### config.mk
export PLATFORM = sky130hd
export DESIGN_NAME = multi_ff_reg
export DESIGN_NICKNAME = d
export VERILOG_FILES = /design/src/rtl/ff_lib_pkg.sv /design/src/rtl/ff_bit_cell.sv /design/src/rtl/multi_ff_reg.sv
export SDC_FILE = /design/constraint.sdc
export NUM_CORES = 1
export LEC_CHECK = 0
export ABC_AREA = 1
export ABC_CLOCK_PERIOD_IN_PS = 2400
export CAP_MARGIN = 10
export CORE_MARGIN = 2
export CORE_UTILIZATION = 51
export CTS_CLUSTER_DIAMETER = 200
export DETAILED_ROUTE_END_ITERATION = 10
export PLACE_DENSITY = 0.82
export SLEW_MARGIN = 20
export SYNTH_ARGS = -nofsm -noshare
export SYNTH_HDL_FRONTEND = slang
export SYNTH_SLANG_ARGS = --single-unit
### constraint.sdc
create_clock -name clk -period 2.4 [get_ports clk]
set_input_delay 0.36 -clock clk [delete_from_list [all_inputs] [get_ports clk]]
set_output_delay 0.36 -clock clk [all_outputs]
set_load 0.02 [all_outputs]
### src/rtl/ff_lib_pkg.sv
// Shared flip-flop library definitions.
//   ff_mode_e : run-time flip-flop personality selected by the 2-bit mode input
//   ff_op_e   : per-bit {a,b} operation code for the JK and SR personalities
package ff_lib_pkg;

  typedef enum logic [1:0] {
    FF_MODE_D  = 2'b00,
    FF_MODE_T  = 2'b01,
    FF_MODE_JK = 2'b10,
    FF_MODE_SR = 2'b11
  } ff_mode_e;

  typedef enum logic [1:0] {
    HOLD   = 2'b00,
    RESET  = 2'b01,
    SET    = 2'b10,
    TOGGLE = 2'b11
  } ff_op_e;

endpackage

### src/rtl/ff_bit_cell.sv
// Combinational next-state logic for one flip-flop bit.
//   mode    in  2  flip-flop personality (D, T, JK, SR)
//   a       in  1  D / T / J / S operand
//   b       in  1  K / R operand (unused in D and T)
//   q       in  1  current bit state
//   q_next  out 1  next bit state
//   illegal out 1  SR personality with S=R=1 on this bit
module ff_bit_cell
  import ff_lib_pkg::*;
(
  input  logic [1:0] mode,
  input  logic       a,
  input  logic       b,
  input  logic       q,
  output logic       q_next,
  output logic       illegal
);

  always_comb begin
    q_next  = q;
    illegal = 1'b0;
    case (ff_mode_e'(mode))
      FF_MODE_D: q_next = a;
      FF_MODE_T: q_next = q ^ a;
      FF_MODE_JK, FF_MODE_SR: begin
        case (ff_op_e'({a, b}))
          HOLD:   q_next = q;
          RESET:  q_next = 1'b0;
          SET:    q_next = 1'b1;
          TOGGLE: begin
            // SR with S=R=1 keeps the bit at its old value and flags it.
            if (ff_mode_e'(mode) == FF_MODE_JK) q_next = ~q;
            else                                illegal = 1'b1;
          end
          default: q_next = q;
        endcase
      end
      default: q_next = q;
    endcase
  end

endmodule

### src/rtl/multi_ff_reg.sv
// WIDTH-bit register bank where every bit behaves as a D, T, JK or SR
// flip-flop selected at run time, with clock enable, per-bit change flags
// and a sticky error plus saturating counter for SR S=R=1 events.
//   clk         in  1          rising-edge clock
//   rst         in  1          synchronous active-high reset
//   en          in  1          update enable; 0 holds q
//   mode        in  2          00 D, 01 T, 10 JK, 11 SR
//   a           in  WIDTH      D / T / J / S operand
//   b           in  WIDTH      K / R operand
//   err_clr     in  1          clear sr_err and sr_err_cnt
//   q           out WIDTH      register state
//   chg         out WIDTH      bits of q changed by the last update edge
//   sr_err      out 1          sticky SR-illegal flag
//   sr_err_cnt  out ERR_CNT_W  saturating count of cycles with an SR-illegal bit
module multi_ff_reg
  import ff_lib_pkg::*;
#(
  parameter int unsigned       WIDTH     = 8,
  parameter logic [WIDTH-1:0]  RST_VAL   = '0,
  parameter int unsigned       ERR_CNT_W = 4
) (
  input  logic                 clk,
  input  logic                 rst,
  input  logic                 en,
  input  logic [1:0]           mode,
  input  logic [WIDTH-1:0]     a,
  input  logic [WIDTH-1:0]     b,
  input  logic                 err_clr,
  output logic [WIDTH-1:0]     q,
  output logic [WIDTH-1:0]     chg,
  output logic                 sr_err,
  output logic [ERR_CNT_W-1:0] sr_err_cnt
);

  localparam logic [ERR_CNT_W-1:0] CNT_MAX = '1;
  localparam logic [ERR_CNT_W-1:0] CNT_ONE = ERR_CNT_W'(1);

  logic [WIDTH-1:0] q_next;
  logic [WIDTH-1:0] illegal;
  logic             sr_event;

  for (genvar i = 0; i < WIDTH; i++) begin : g_bit
    ff_bit_cell u_cell (
      .mode    (mode),
      .a       (a[i]),
      .b       (b[i]),
      .q       (q[i]),
      .q_next  (q_next[i]),
      .illegal (illegal[i])
    );
  end

  // One event per cycle regardless of how many bits are illegal.
  assign sr_event = en && (|illegal);

  always_ff @(posedge clk) begin
    if (rst) begin
      q          <= RST_VAL;
      chg        <= '0;
      sr_err     <= 1'b0;
      sr_err_cnt <= '0;
    end else begin
      if (en) begin
        q   <= q_next;
        chg <= q_next ^ q;
      end else begin
        chg <= '0;
      end

      // An event in the same cycle as err_clr wins and restarts the count at 1.
      if (sr_event) begin
        sr_err <= 1'b1;
        if (err_clr)                  sr_err_cnt <= CNT_ONE;
        else if (sr_err_cnt != CNT_MAX) sr_err_cnt <= sr_err_cnt + CNT_ONE;
      end else if (err_clr) begin
        sr_err     <= 1'b0;
        sr_err_cnt <= '0;
      end
    end
  end

endmodule

# Yosys cells after proc, flatten, opt, wreduce, memory -nomap -nowiden
# Cells that the tools add are included.
# op_classes
add_sub_neg,1
eq_ne,28
n_mux,47
bitwise_logic,18
reduce_logical,16
# op_table
operator,n
$eq A2 B2 Y1 const B,18
$pmux W1 S4,8
$mux W1,27
$pmux W1 S3,8
$eq A2 B1 Y1 const B,9
$logic_not A2 Y1,9
$mux W4,4
$not A1 Y1,9
$reduce_or A8 Y1,1
$xor A1 B1 Y1,8
$xor A8 B8 Y8,1
$add A4 B1 Y4 const B,1
$ne A4 B4 Y1 const B,1
$reduce_bool A2 Y1,2
$reduce_or A2 Y1,2
$reduce_and A2 Y1,1
$logic_and A1 B1 Y1,1
# totals
regBits,21
out_inout_bits,21
word_cells,114

# Longest topological paths before layout
# Gate-level depths: netlist of the first run.
# logic_depth
ltp_word,8
mapped_depth,9
mapped_depth_nobuf,9

# Hierarchy
# A second synthesis of the first run with hierarchy kept.
# unflattened
cells_unflattened,231
hier_area_um2,1345.0
# modules_own_cells
mod,instances,cells_per_inst,area_per_inst_um2,seq_area_each_um2
multi_ff_reg,1,111,854.6,420.4
ff_bit_cell,8,15,61.3,0.0

# Worst setup path before layout of the first run
# OpenSTA, ideal clock, no wires.
# synth_timing
path_type,reg2reg
start,register sr_err_cnt[0]
end,register sr_err_cnt[2]
arrival_time_ps,1234
t_required_ps,2287
path_slack_ps,1053
stages_incl_launch_ff,9
path_buffers,0
cell_sequence,dfxtp_1 -> ha_1 -> nand2_1 -> nor2_1 -> inv_1 -> nand3_1 -> nand3_1 -> nand2_1 -> nor2_1
# synth_between
elab_chain_len,4
word_cells_on_any_way,7
# synth_lines
element,line_no,text
"start, declared",multi_ff_reg.sv:32,output logic [ERR_CNT_W-1:0] sr_err_cnt
"start signal, assigned",multi_ff_reg.sv:74,else if (sr_err_cnt != CNT_MAX) sr_err_cnt <= sr_err_cnt + CNT_ONE;
$add A4 B1 Y4,multi_ff_reg.sv:74,
$mux W4,multi_ff_reg.sv:74,
$mux W4,multi_ff_reg.sv:73,if (err_clr) sr_err_cnt <= CNT_ONE;
$mux W4,multi_ff_reg.sv:71,if (sr_event) begin
# Several ways; a longest one is shown, not always the timed one. The select of a mux whose other input is x is not followed.
# A chain may end at the register's enable or synchronous reset.

# Final worst setup path of the first run
# layout_timing
start,register sr_err_cnt[0]
end,output port sr_err_cnt[0]
# No word-level cell between the ends.

==> results_dict.tcl, run 1 <==
set metrics [dict create \
    grt_pass1_vias 1509 \
    cts_num_sinks 21 \
    clock-root-buffer "clkbuf_4" \
    max_slew_margin_pct 65.0 \
    worstPathCellList "clkdlybuf4s50_1" \
    fp.dieW_um 58.2 \
    ir_drop_v 0.000414 \
    power_density_nw_per_um2 442 \
    first_pass_iters 6 \
    tns_ps 0 \
    synth_common_cells "nand2_1 (78), inv_1 (44), nand3_1 (40)" \
    syn_area_um2 1500 \
    rr_worst_depth 8 \
    die_area_um2 3390 \
    tritoncts "built" \
    path_buf_inv 1 \
    area_growth_pct 30.6 \
    critPathLaunchType "register" \
    crit_path_max_incr_delay_ps 630 \
    grt_max_degree 14 \
    finalHoldViolations 0 \
    io_buffer_count 42 \
    min_path_type "reg -> reg" \
    first_iter_violations 73 \
    required_ps 2040 \
    crit_type "reg -> out" \
    syn_nets 282 \
    worst_ep_arrival_time_ps 1370 \
    cap_violations 0 \
    io_pins 43 \
    ys_types 21 \
    place_inst 327 \
    clkLatencyLatePin_ps 330 \
    startpoint "sr_err_cnt[0]" \
    ys_warn_count 0 \
    track_usage_pct 23.8 \
    vias_per_cell 5.15 \
    cts_resized 0 \
    fp.dieH_um 58.2 \
    start_util_pct 53.9 \
    cts_buffers 3 \
    rr_startpoint "sr_err_cnt[1]" \
    crit_end "sr_err_cnt[0]" \
    clk_pin_slew_ps 140 \
    post-dp-hpwl_um 2880 \
    ys_async_sr_fraction_pct 0 \
    fin_worst_skew_ps 0.313 \
    grt_first_pass_wirelength_um 6240 \
    p_leak_nw 0.991 \
    cp.depth 1 \
    rsz0062_at_grt "no" \
    core_area_um2 2780 \
    synth_ff_type "dfxtp_1" \
    crit_fanout 5 \
    cp_slowest_cell "clkdlybuf4s50_1" \
    synth_top_area_cell "dfxtp_1" \
    worstMarginPinSlew_ps 524 \
    synth.most_common_cell "nand2_1" \
    drive_gt1_share_pct 6.33 \
    num_rows 19 \
    worstHoldStart "sr_err" \
    postCtsHoldBufs 0 \
    drc 0 \
    min_period_over_period_pct 71.9 \
    antenna_cells 0 \
    post_cts_buffers 0 \
    gp_congestion 0.893 \
    antenna_found_initial 0 \
    layout_min_cycle_time_ps 1730 \
    final_antenna_net_count 0 \
    layout.nets 324 \
    drv_slew 0 \
    synthCells 259 \
    avgRoutedWirePerCell_um 11.5 \
    r2r_slack_ps 1050 \
    r2r_end "sr_err_cnt[2]" \
    setup_viol 0 \
    yosysTopAreaCellShare_pct 28.0 \
    synth_area_per_cell_um2 5.79 \
    synth-seq-cells 21 \
    totalWireLength_um 3800 \
    h-tree-depth 1 \
    synth_edf_count 0 \
    dr_total_vias 1704 \
    clock_path_buffers 2 \
    yosys-top-cells-area "dfxtp_1 (28%), nand2_1 (20%), nand3_1 (13%)" \
    end_kind "output port" \
    fmax_mhz 579 \
    grt_overflow_total 0 \
    crit_family "buffers and inverters" \
    layout.cells.non_filler 331 \
    yosysSeqAreaShare_pct 28.0 \
    status "completed" \
]
[placed cells by master, fill, tap and decap left out]
cell type,n
clkinv_1,1
nand4_1,1
o21bai_1,1
o21ai_1,2
dfxtp_1,21
clkinvlp_4,1
or2_2,5
clkdlybuf4s50_1,42
inv_1,44
o211ai_1,1
buf_4,6
inv_2,1
nor3_4,1
o2111ai_1,2
nor2_1,18
o21ai_0,8
clkbuf_4,3
nand2_2,1
a21oi_1,21
nand2_1,78
nor2_4,1
ha_1,1
nand3_1,40
[registers in the layout (all words and copies together) (netlist names)]
signal / count
chg: 8
sr_err: 1
q: 8
sr_err_cnt: 4
[cell type report]
class	instances	area (um2)
clock buffer	3	22.5
clock inverter	1	7.51
fill	267	822
inverter	46	173
multi-input combinational	181	832
sequential	21	420
tap	31	38.8
timing repair buffer	48	465
[logic make-up after synthesis]
logic type | Yosys count | synth area share, %
AND/OR/NAND/NOR | 145 | 42.1
flip-flops | 21 | 28.0
AO/OA/AOI/OAI | 35 | 12.5
buffers and inverters | 57 | 16.5
adder cells (fa/ha/maj) | 1 | 0.834
[power breakdown]
group	total, mW	internal, mW	switching (mW)
sequential	0.388	0.371	0.0164
clock	0.190	0.0638	0.126
combinational	0.289	0.128	0.161
total	0.866	0.563	0.303
[worst min-delay path by stage]
stage	to	slack [ps]	cells after the start
global placement	sr_err	460	2
CTS	sr_err	480	2
floorplan	chg[0]	500	2
global route	sr_err	520	2
detailed placement	sr_err	460	2
finish	sr_err	480	2
[per-stage QoR]
step                hold slack, ps  area (um2)  utilization [%]  power (mW)  setup WS, ps
floorplan                      505        1500                -       0.570          1050
global placement               458        1930             69.4       0.677           461
detailed placement             460        1930             69.4       0.681           392
CTS                            482        1960             70.4       0.867           662
global route                   516        1960             70.4       0.913           566
finish                         477        1960             70.4       0.866           674
[layer usage]
layer  part of all wire (%)  global-route usage [%]  vias up
li1                       -                       -      889
met1                     46                    29.9      743
met2                     46                    40.4       62
met3                    6.8                    5.13       10
met4                    1.9                    7.97        0
met5                      0                       0        -
No activity file was read; power rests on OpenSTA's default activity.
==> inputs of run 2 (changes only) <==
--- a/config.mk
+++ b/config.mk
@@ -6,13 +6,13 @@
 export NUM_CORES = 1
 export LEC_CHECK = 0
 export ABC_AREA = 1
-export ABC_CLOCK_PERIOD_IN_PS = 2400
+export ABC_CLOCK_PERIOD_IN_PS = 1600
 export CAP_MARGIN = 10
 export CORE_MARGIN = 2
-export CORE_UTILIZATION = 51
+export CORE_UTILIZATION = 47
 export CTS_CLUSTER_DIAMETER = 200
 export DETAILED_ROUTE_END_ITERATION = 10
-export PLACE_DENSITY = 0.82
+export PLACE_DENSITY = 0.76
 export SLEW_MARGIN = 20
 export SYNTH_ARGS = -nofsm -noshare
 export SYNTH_HDL_FRONTEND = slang
==> constraint.sdc (replaced) <==
create_clock -name clk -period 1.6 [get_ports clk]
set_input_delay 0.24 -clock clk [delete_from_list [all_inputs] [get_ports clk]]
set_output_delay 0.24 -clock clk [all_outputs]
set_load 0.02 [all_outputs]
==> results_dict.tcl, run 2 (same netlist as run 1, synthesis figures left out) <==
set metrics [dict create \
    drv_slew 0 \
    rsz0062_at_grt "no" \
    status "completed" \
    layout.nets 338 \
    cts_buffers 3 \
    min_path_type "reg -> reg" \
    hold_depth 2 \
    power_density_nw_per_um2 617 \
    h-tree-depth 1 \
    fin_worst_skew_ps 8.10 \
    antenna_found_initial 0 \
    internal_power_mw 0.859 \
    rr_startpoint "sr_err_cnt[0]" \
    vias_per_cell 4.91 \
    required_ps 1360 \
    dr_total_vias 1758 \
    grt_overflow_total 0 \
    totalWireLength_um 3730 \
    end_kind "output port" \
    first_pass_iters 4 \
    gp_congestion 0.910 \
    core_area_um2 3050 \
    drc 0 \
    crit_family "buffers and inverters" \
    layout_common_cells "nand2_1 (78), inv_1 (44), nand3_1 (40), clkdlybuf4s50_1 (30)" \
    track_usage_pct 21.9 \
    place_inst 354 \
    clkLatencyLatePin_ps 300 \
    critPathLaunchType "register" \
    setup_viol 0 \
    timing.final.ws_setup_ps 114 \
    post-dp-hpwl_um 2930 \
    r2r_end "sr_err_cnt[1]" \
    min_period_over_period_pct 92.9 \
    avgRoutedWirePerCell_um 10.4 \
    switching_power_mw 0.439 \
    drive_gt1_share_pct 10.5 \
    worstHoldEndpoint "sr_err" \
    cp_slowest_cell "clkdlybuf4s50_1" \
    ir_drop_v 0.000393 \
    grt_max_degree 14 \
    clock-root-buffer "clkbuf_4" \
    max_slew_margin_pct 59.1 \
    fin_util_pct 68.9 \
    use_met2_pct 40.4 \
    post_cts_buffers 0 \
    top_usage_layer "met2" \
    num_rows 20 \
    clk_pin_slew_ps 130 \
    fp.dieW_um 60.5 \
    start_util_pct 49.1 \
    io_pins 43 \
    p_comb_share_pct 34.9 \
    cts_num_sinks 21 \
    grt_first_pass_wirelength_um 6200 \
    rr_worst_depth 7 \
    tritoncts "built" \
    crit_type "reg -> out" \
    dpl_worst_slack_ps -129 \
    crit_fanout 1 \
    area_growth_pct 40.3 \
    crit_path_max_incr_delay_ps 600 \
    r2r_slack_ps 210 \
    first_iter_violations 77 \
    reg_top3 "chg: 8 flops, q: 8 flops, sr_err_cnt: 4 flops" \
    p_sw_share_pct 33.8 \
    p_clk_share_pct 20.4 \
    worstPathCellList "clkdlybuf4s50_1" \
    holdWs_ps 470 \
    grt.met3_usage_pct 2.35 \
    die_area_um2 3660 \
    layout_min_cycle_time_ps 1490 \
    io_buffer_count 42 \
    worst_ep_arrival_time_ps 1250 \
    p_leak_nw 1.24 \
    pwr-share-seq_pct 44.7 \
    clock_path_buffers 2 \
    worstHoldStart "sr_err" \
    met1_usage_pct 27.3 \
    fmax_mhz 673 \
    path_buf_inv 1 \
    antenna_cells 0 \
    mostFrequentLayoutCell "nand2_1" \
    grt_pass1_vias 1529 \
    worstMarginPinSlew_ps 611 \
    layout.cells.non_filler 358 \
    final_antenna_net_count 0 \
    finalHoldViolations 0 \
    cap_violations 0 \
    fp.dieH_um 60.5 \
]
## run 2: layout make-up
cell class | count | area, um2
fill | 304 | 948
multi-input combinational | 181 | 832
timing repair buffer | 62 | 597
sequential | 21 | 420
inverter | 46 | 173
tap | 44 | 55.1
clock buffer | 3 | 22.5
clock inverter | 1 | 5.00
## run 2: power groups by stage
stage | clock network [mW] | registers [mW] | logic, mW
after CTS | 0.273 | 0.580 | 0.457
after global routing | 0.292 | 0.585 | 0.504
after floorplan | 0 | 0.610 | 0.245
after global placement | 0 | 0.593 | 0.449
final | 0.265 | 0.580 | 0.453
after detailed placement | 0 | 0.592 | 0.456
## run 2: how the worst max path moves through the flow
| stage | cells past startpoint | to | from | slack, ps |
|---|---|---|---|---|
| global route | 1 | chg[6] | chg[6] | 70 |
| floorplan | 8 | sr_err_cnt[2] | sr_err_cnt[0] | 250 |
| CTS | 1 | q[3] | q[3] | 2 |
| finish | 1 | chg[6] | chg[6] | 110 |
| detailed placement | 9 | q[6] | mode[0] | -130 |
| global placement | 9 | q[6] | mode[0] | -110 |
## run 2: routing by layer
metal | up-vias | wire length (um) | share of wire [%]
met5 | - | 0 | 0
met4 | 0 | 36 | 0.96
met3 | 6 | 217 | 5.8
met2 | 55 | 1770 | 47
met1 | 767 | 1710 | 46
li1 | 930 | - | -
## run 2: timing repair
action,in CTS,in global routing
endpoints found under the setup margin,1,11
resized for setup,1,11
endpoints found under the hold margin,0,0
hold buffers,0,0
## run 2: per-stage QoR
stage | TNS (ps) | instance area [um2] | total power [mW]
5_1_grt | 0 | 2100 | 1.38
4_1_cts | 0 | 2080 | 1.31
3_5_place_dp | -1350 | 2050 | 1.05
3_3_place_gp | -1130 | 2050 | 1.04
2_1_floorplan | 0 | 1500 | 0.855
6_report | 0 | 2100 | 1.30
==> inputs of run 3 (changes only) <==
--- a/config.mk
+++ b/config.mk
@@ -5,15 +5,15 @@
 export SDC_FILE = /design/constraint.sdc
 export NUM_CORES = 1
 export LEC_CHECK = 0
-export ABC_AREA = 1
 export ABC_CLOCK_PERIOD_IN_PS = 1600
 export CAP_MARGIN = 10
 export CORE_MARGIN = 2
-export CORE_UTILIZATION = 47
+export CORE_UTILIZATION = 45
 export CTS_CLUSTER_DIAMETER = 200
 export DETAILED_ROUTE_END_ITERATION = 10
 export PLACE_DENSITY = 0.76
 export SLEW_MARGIN = 20
 export SYNTH_ARGS = -nofsm -noshare
 export SYNTH_HDL_FRONTEND = slang
+export SYNTH_HIERARCHICAL = 1
 export SYNTH_SLANG_ARGS = --single-unit
==> results_dict.tcl, run 3 <==
set metrics [dict create \
    status "completed" \
    io_pins 43 \
    synth-seq-cells 21 \
    fmax_mhz 627 \
    area_growth_pct 66.2 \
    dr_total_vias 1520 \
    final_antenna_net_count 0 \
    vias_per_cell 5.85 \
    finalHoldViolations 0 \
    tritoncts "built" \
    ys_warn_count 6 \
    totalWireLength_um 4290 \
    cap_violations 0 \
    required_ps 1820 \
    layout_min_cycle_time_ps 1600 \
    synth_ff_type "dfxtp_1" \
    placed_cell_area_um2 1970 \
    rsz0062_at_grt "yes" \
    layout.nets 253 \
    worstMarginPinSlew_ps 452 \
    yosysSeqAreaShare_pct 32.1 \
    tns_ps 0 \
    fin_worst_skew_ps 14.5 \
    track_usage_pct 25.9 \
    avgRoutedWirePerCell_um 16.5 \
    mostFrequentLayoutCell "buf_4" \
    min_period_over_period_pct 99.7 \
    first_pass_iters 6 \
    synth_area_per_cell_um2 8.56 \
    drc 0 \
    core_area_um2 2760 \
    layout.cells.non_filler 260 \
    power_density_nw_per_um2 629 \
    layout_common_cells "buf_4 (26), nor2_1 (24), dlygate4sd2_1 (24), dfxtp_1 (21), nand2_1 (15)" \
    clock_path_buffers 2 \
    max_slew_margin_pct 69.8 \
    drv_slew 0 \
    yosysTopAreaCellShare_pct 32.1 \
    grt_max_degree 14 \
    crit_fanout 6 \
    setup_viol 0 \
    cts_buffers 3 \
    die_area_um2 3360 \
    synthCells 153 \
    synth_common_cells "nor2_1 (25), dfxtp_1 (21), nand2_1 (16)" \
    fin_util_pct 78.9 \
    ys_types 25 \
    post-dp-hpwl_um 2740 \
    r2r_slack_ps 130 \
    io_buffer_count 42 \
    place_inst 248 \
    ir_drop_v 0.000702 \
    end_kind "register" \
    total_power_mw 1.37 \
    worst_ep_arrival_time_ps 1810 \
    postCtsHoldBufs 0 \
    syn_area_um2 1310 \
    grt_first_pass_wirelength_um 6740 \
    h-tree-depth 1 \
    reg_top3 "chg: 8 flops, q: 8 flops, sr_err_cnt: 4 flops" \
    clock-root-buffer "clkbuf_4" \
    drive_gt1_share_pct 31.9 \
    synth.most_common_cell "nor2_1" \
    first_iter_violations 81 \
    grt_pass1_vias 1497 \
    num_rows 19 \
    grt_overflow_total 0 \
    fp.dieW_um 58.0 \
    start_util_pct 47.5 \
    yosys-top-cells-area "dfxtp_1 (32%), a2111oi_2 (11%), nor2_1 (7.2%)" \
    crit_type "in -> reg" \
    p_leak_nw 0.989 \
    clkLatencyLatePin_ps 320 \
    syn_nets 176 \
    postLayoutCellArea_um2 2180 \
    ys_async_sr_fraction_pct 0 \
    synth_top_area_cell "dfxtp_1" \
    antenna_cells 0 \
    min_path_type "in -> reg" \
    antenna_found_initial 0 \
    gp_congestion 0.875 \
    synth_edf_count 0 \
    fp.dieH_um 58.0 \
    critPathLaunchType "primary input" \
    cts_num_sinks 21 \
    clk_pin_slew_ps 140 \
]
## run 3: repair_timing
action	4_1_cts	5_1_grt
hold endpoints to repair	0	0
buffers inserted	4	0
endpoints found under the setup margin	23	6
pin swaps	11	4
gates cloned	4	0
gates resized for setup	39	13
## run 3: power by group
group / leakage, nW / switching, mW / internal (mW)
clock network: 0.0150 / 0.181 / 0.0973
logic: 0.802 / 0.233 / 0.269
registers: 0.172 / 0.0346 / 0.555
## run 3: layout make-up
class,count,area [um2]
inverters,1,3.75
clock buffers,4,26.3
fillers,183,581
flip-flops and latches,21,420
multi-input cells,128,916
well taps,31,38.8
repair buffers,75,772
## run 3: critical path, stage by stage
cell and delay, ps:
buf_6 100, buf_12 130, buf_6 110, nand2_4 50, nor2_2 40, or4_4 530
o211ai_1 280, mux2i_1 250, nor3_1 70
## run 3: layer usage
metal,vias up,global-route usage (%),wire length [um]
li1,726,-,-
met2,72,48.4,2170
met5,-,0,0
met1,712,30.6,1790
met3,10,3.79,271
met4,0,6.98,63
## run 3: final timing paths
path,from,to,cells past startpoint
worst max register to register,q[5],q[5],4
worst max-delay path,mode[1],sr_err_cnt[1],9
worst min-delay path,mode[0],q[4],5
worst min register to register,sr_err,sr_err,2
## run 3: cell families (layout without fill, tap and decap cells)
family	after synthesis	after routing	share of synthesized area [%]
AO/OA/AOI/OAI	33	33	21.7
AND/OR/NAND/NOR	77	77	31.9
buffers and inverters	4	80	1.15
flip-flops	21	21	32.1
multiplexers	9	9	6.88
adder cells (fa/ha/maj)	1	1	0.955
XOR/XNOR	8	8	5.35
## run 3: through the flow
step / hold WS (ps) / setup WS, ps
2_1_floorplan: 309 / 45.0
3_3_place_gp: 476 / -598
3_5_place_dp: 461 / -651
4_1_cts: 481 / 1.20
5_1_grt: 460 / -41.6
6_report: 421 / 4.70
